<file path="src/rtl/max_track_arbiter_if.sv">
// Purpose: bundles the request/sample/clear inputs and grant/max outputs of max_track_arbiter.
// Latency: none; wires only.
// Backpressure: none; the requester holds req/val until it sees gnt.
// Ports: req[3:0], val[7:0] (2 bits per requester), clr[3:0] from the requesters;
//        gnt[3:0], busy, ch_max[7:0], glob_max[1:0], glob_id[1:0] back from the arbiter.
interface max_track_arbiter_if;
  logic [3:0] req;
  logic [7:0] val;
  logic [3:0] clr;
  logic [3:0] gnt;
  logic       busy;
  logic [7:0] ch_max;
  logic [1:0] glob_max;
  logic [1:0] glob_id;

  modport master (
    output req, val, clr,
    input  gnt, busy, ch_max, glob_max, glob_id
  );

  modport slave (
    input  req, val, clr,
    output gnt, busy, ch_max, glob_max, glob_id
  );
endinterface

</file>
<file path="src/rtl/max_track_arbiter.sv">
// Purpose: round-robin arbiter over 4 requesters that folds each granted 2-bit sample into a per-requester running max.
// Latency: req->gnt 1 edge, req->ch_max update 3 edges; one grant every 3 cycles; glob_max/glob_id combinational.
// Backpressure: requesters hold req/val until gnt; no grant is issued while busy (GRANT/COMMIT).
// Ports: clk, rst (sync, active-high); bus (slave modport): req, val, clr in; gnt, busy, ch_max, glob_max, glob_id out.
module max_track_arbiter (
  input  logic                clk,
  input  logic                rst,
  max_track_arbiter_if.slave  bus
);

  typedef enum logic [1:0] {
    IDLE   = 2'd0,
    GRANT  = 2'd1,
    COMMIT = 2'd2
  } state_t;

  state_t          state;
  state_t          state_nxt;
  logic [1:0]      ptr;
  logic [1:0]      winner;
  logic [1:0]      sample;
  logic [3:0]      gnt_q;
  logic [3:0][1:0] ch_q;

  logic [1:0]      pick;
  logic            pick_vld;
  logic [1:0]      idx;
  logic [1:0]      gmax;
  logic [1:0]      gid;

  // Round-robin pick: scan from ptr upward, wrapping 3 -> 0 through 2-bit overflow.
  always_comb begin
    pick     = 2'd0;
    pick_vld = 1'b0;
    idx      = 2'd0;
    for (int k = 0; k < 4; k++) begin
      idx = ptr + k[1:0];
      if (!pick_vld && bus.req[idx]) begin
        pick     = idx;
        pick_vld = 1'b1;
      end
    end
  end

  always_comb begin
    state_nxt = state;
    case (state)
      IDLE:    if (pick_vld) state_nxt = GRANT;
      GRANT:   state_nxt = COMMIT;
      COMMIT:  state_nxt = IDLE;
      default: state_nxt = IDLE;
    endcase
  end

  always_ff @(posedge clk) begin
    if (rst) state <= IDLE;
    else     state <= state_nxt;
  end

  always_ff @(posedge clk) begin
    if (rst) begin
      ptr    <= 2'd0;
      winner <= 2'd0;
      sample <= 2'd0;
      gnt_q  <= 4'd0;
      ch_q   <= '0;
    end else begin
      gnt_q <= 4'd0;
      case (state)
        IDLE: begin
          if (pick_vld) begin
            winner <= pick;
            gnt_q  <= 4'b0001 << pick;
          end
        end
        GRANT: sample <= bus.val[{winner, 1'b0} +: 2];
        COMMIT: begin
          ptr <= winner + 2'd1;
          if (sample > ch_q[winner]) ch_q[winner] <= sample;
        end
        default: ;
      endcase
      // Placed after the commit update so a same-edge clear takes precedence.
      for (int i = 0; i < 4; i++) begin
        if (bus.clr[i]) ch_q[i] <= 2'd0;
      end
    end
  end

  // Strict '>' keeps the lowest index on ties; all-zero yields max 0, id 0.
  always_comb begin
    gmax = ch_q[0];
    gid  = 2'd0;
    for (int i = 1; i < 4; i++) begin
      if (ch_q[i] > gmax) begin
        gmax = ch_q[i];
        gid  = i[1:0];
      end
    end
  end

  assign bus.gnt      = gnt_q;
  assign bus.busy     = (state != IDLE);
  assign bus.ch_max   = ch_q;
  assign bus.glob_max = gmax;
  assign bus.glob_id  = gid;

endmodule

</file>
<file path="src/flat_wrapper.sv">
// flat-port wrapper written by rule: the top's interface ports become plain ports
module max_track_arbiter_flat 
  (clk, rst, bus_req, bus_val, bus_clr, bus_gnt, bus_busy, bus_ch_max, bus_glob_max, bus_glob_id);
  max_track_arbiter_if bus_i ();
  input  logic clk;
  input  logic rst;
  input wire logic [$bits(bus_i.req)-1:0] bus_req;
  input wire logic [$bits(bus_i.val)-1:0] bus_val;
  input wire logic [$bits(bus_i.clr)-1:0] bus_clr;
  output wire logic [$bits(bus_i.gnt)-1:0] bus_gnt;
  output wire logic [$bits(bus_i.busy)-1:0] bus_busy;
  output wire logic [$bits(bus_i.ch_max)-1:0] bus_ch_max;
  output wire logic [$bits(bus_i.glob_max)-1:0] bus_glob_max;
  output wire logic [$bits(bus_i.glob_id)-1:0] bus_glob_id;
  assign bus_i.req = bus_req;
  assign bus_i.val = bus_val;
  assign bus_i.clr = bus_clr;
  assign bus_gnt = bus_i.gnt;
  assign bus_busy = bus_i.busy;
  assign bus_ch_max = bus_i.ch_max;
  assign bus_glob_max = bus_i.glob_max;
  assign bus_glob_id = bus_i.glob_id;
  max_track_arbiter u_core (.clk(clk), .rst(rst), .bus(bus_i));
endmodule
</file>
<file path="config.mk">
export PLATFORM = sky130hd
export DESIGN_NAME = max_track_arbiter_flat
export DESIGN_NICKNAME = d
export VERILOG_FILES = /design/src/rtl/max_track_arbiter_if.sv /design/src/rtl/max_track_arbiter.sv /design/src/flat_wrapper.sv
export SDC_FILE = /design/constraint.sdc
export NUM_CORES = 1
export LEC_CHECK = 0
export CAP_MARGIN = 20
export CORE_ASPECT_RATIO = 0.7
export CORE_MARGIN = 2
export CORE_UTILIZATION = 47
export DETAILED_ROUTE_END_ITERATION = 8
export PLACE_DENSITY = 0.78
export REMOVE_ABC_BUFFERS = 1
export SYNTH_ARGS = -nofsm -noshare
export SYNTH_HDL_FRONTEND = slang
export SYNTH_SLANG_ARGS = --single-unit
</file>
<file path="constraint.sdc">
create_clock -name clk -period 4.04 [get_ports clk]
set_clock_uncertainty 0.05 [all_clocks]
set_input_delay 0.808 -clock clk [delete_from_list [all_inputs] [get_ports clk]]
set_output_delay 0.808 -clock clk [all_outputs]
set_load 0.02 [all_outputs]
</file>
==> key figures <==
Clock network
  • Worst-Skew Late Latency: 0.27 ns
  • Root Driver: clkbuf_8
  • Post-CTS Hold Buffers: 0
  • Reg clk slew, reported paths: 0.07 ns
  • Longest Clk Path Bufs: 2
  • CTS tree: yes
  • Htree depth: 1
  • CTS Sinks: 20
  • Num CTS Buffers: 3

Die
  • Ports: 35
  • Row cnt: 15
  • Initial core utilization: 50.8%
  • Die X: 66.3 um
  • Die footprint: 3160 um^2
  • Die Y: 47.6 um
  • Core ar.: 2510 um^2

Place
  • Routability cong.: 0.808
  • DP HPWL: 2510 um
  • Setup WS pre-CTS: -0.281 ns
  • IO Port Bufs: 34
  • Post-placement cell count: 212

Power and ir drop
  • Sequential power share: 47.4%
  • Worst-case vdd ir drop: 0.000168 V
  • Sw Share: 26.7%
  • NetSw: 123 uW
  • Comb power frac: 18.6%
  • Pint: 336 uW
  • PD cells: 238 nW/um^2
  • Power consumption: 459 uW
  • Clock share of power: 34.0%
  • LEAKAGE: 0.000816 uW

Synth
  • Synthesis-stage register bit count: 20
  • Yosys warns: 0
  • Main synth FF type: dfxtp_1
  • Seq/Total Area, Yosys: 31.3%
  • Post-synth top area cell: dfxtp_1
  • Synthesized area per cell: 9.13 um^2
  • EDFF count, synth: 0
  • Most common cell in the netlist: dfxtp_1
  • Most frequent cells after synthesis: 20 x dfxtp_1, 17 x inv_1, 15 x ha_1, 13 x nor2_1, 12 x mux2i_1
  • Post-synthesis cell count: 140
  • Top-area cell type share of the netlist area: 31.3%
  • Yosys cell types: 32
  • Mapped cell area: 1280 um^2
  • Top post-synthesis cells by area: dfxtp_1 31%, ha_1 15%, mux2i_1 9.4%, mux4_2 7.0%, inv_1 5.0%
  • Post-synth ARST share: 0%

Outcome
  • Violated checks: setup timing
  • Outcome: complete, but fails checks

Cells and area
  • Layout Utilization: 76.8%
  • Area growth, synth to finish: 51.1%
  • Fraction of layout cells with a size suffix above 1: 27.9%
  • Post-Layout Cell Count: 224
  • Ant diodes: 0
  • # nets final: 224
  • FILL cells: 163

Detailed routing
  • Drc violations: 0
  • Drt wl/cell: 18.5 um
  • Vias: 1312
  • Antenna-violating nets left: 0
  • DR vias/cell: 5.86
  • Initial drt markers: 53
  • Drt pass-1 iters: 4
  • Drt total wl: 4140 um

STA
  • Final worst slack: -0.0147 ns
  • Slew headroom: 57.1%
  • Max Slew Vio Count: 0
  • RSZ-0062 raised after global routing: yes
  • Final period util: 100%
  • Tmin final: 4.05 ns
  • Final hold vios: 0
  • Fmax: 0.247 GHz
  • # setup viols final: 2
  • Worst Tran Pin Value: 0.641 ns

Job
  • Maxcap violations: 0

Global routing
  • Largest net degree at the start of global routing: 17
  • Vias in the first global route: 1218
  • First-pass GRT wire length: 5780 um
  • Initial antenna violation count: 0
  • All-Layer GR Usage: 25.4%
  • Global route overflow: 0

Setup path
  • Critical Path Source Type: flop
  • CP required: 3.18 ns
  • CP max FO: 3
  • Critical Path AT: 3.20 ns
  • Crit Path Class: reg2out
  • Worst Setup End Kind: output pin

Hold path
  • Hold Crit Class: reg2reg
[layer usage]
layer  wire length, um  global-route usage [%]  vias up  part of all wire (%)
met1              1750                    31.7      629                    42
met4               187                    11.4        0                   4.5
met2              1940                    42.8       69                    47
met3               267                    6.35       17                   6.4
met5                 0                       0        -                     0
li1                  -                       -      597                     -
[cells by family after synthesis]
logic type      count (synthesis)  share of synthesized area (%)
compound gates                 20                           11.5
fa+ha+maj                      15                           14.7
buf+inv                        21                           6.26
flops                          20                           31.3
mux                            16                           16.4
simple gates                   48                           19.8
[per-stage QoR]
stage | cell area [um^2] | TNS, ns | hold slack, ns
floorplan | 1260 | 0 | 0.444
global placement | 1710 | -0.316 | 0.466
detailed placement | 1710 | -0.718 | 0.482
CTS | 1850 | 0 | 0.493
global route | 1930 | -0.190 | 0.549
finish | 1930 | -0.0155 | 0.509
[cells in the final DEF, fill, tap and decap left out, drive strengths merged, types with 3 or more instances in the layout]
cell type / Yosys / final
clkdlybuf4s50: 0 / 31
dfxtp: 20 / 20
buf: 1 / 19
inv: 17 / 17
ha: 15 / 15
nor2: 13 / 13
mux2i: 12 / 12
nor3: 10 / 10
nand2: 7 / 7
o2111ai: 5 / 5
mux4: 4 / 4
a21oi: 4 / 4
clkbuf: 3 / 4
nor2b: 4 / 4
nor4: 3 / 3
or2: 3 / 3
[critical path, stage by stage (launching register included)]
cell and delay [ns]:
dfxtp_2 0.35, inv_2 0.06, ha_4 0.24, o21ba_4 0.20, or3_4 0.33, o211a_1 0.15, ha_4 0.29, inv_4 0.04
o22a_1 0.22, nand2_2 0.11, nand2_2 0.07, ha_4 0.27, inv_2 0.04, o22ai_4 0.17, buf_4 0.15, o31ai_2 0.07
buf_4 0.17
[cell type report]
class | instances | area [um^2] | area share (%)
flip-flops and latches | 20 | 404 | 20.9
well taps | 34 | 42.5 | 2.20
repair buffers | 50 | 450 | 23.3
clock buffers | 4 | 55.1 | 2.85
multi-input cells | 99 | 913 | 47.3
inverters | 17 | 66.3 | 3.43
[power groups by stage]
stage | Sequential [uW] | Combinational, uW | Clock [uW]
2_1_floorplan | 220 | 40.9 | 0
3_3_place_gp | 220 | 76.5 | 0
3_5_place_dp | 221 | 79.3 | 0
4_1_cts | 216 | 80.1 | 152
5_1_grt | 218 | 90.9 | 163
6_report | 218 | 85.3 | 156
[sequential cells by signal, indices dropped and copies added, names as in the netlist]
signal	flops
u_core.sample	2
u_core.bus.gnt	4
u_core.state	2
u_core.ptr	2
u_core.bus.ch_max	8
u_core.winner	2
[repair_timing]
action / CTS / global route
setup buffers: 6 / 2
gates resized for setup: 26 / 17
endpoints found under the hold margin: 0 / 0
endpoints found under the setup margin: 3 / 3
pin swaps: 7 / 6
[worst paths after layout]
| kind | from | endpoint | slack, ns | depth (start not counted) |
|---|---|---|---|---|
| worst min register to register | u_core.ptr[0] | u_core.ptr[0] | 0.51 | 2 |
| worst max-delay path | u_core.bus.ch_max[3] | bus_glob_id[0] | -0.01 | 16 |
| worst max register to register | u_core.winner[0] | u_core.bus.ch_max[2] | 1.45 | 7 |
| worst min-delay path | u_core.ptr[0] | u_core.ptr[0] | 0.51 | 2 |
Note: power is estimated with default switching activity, not from simulation.
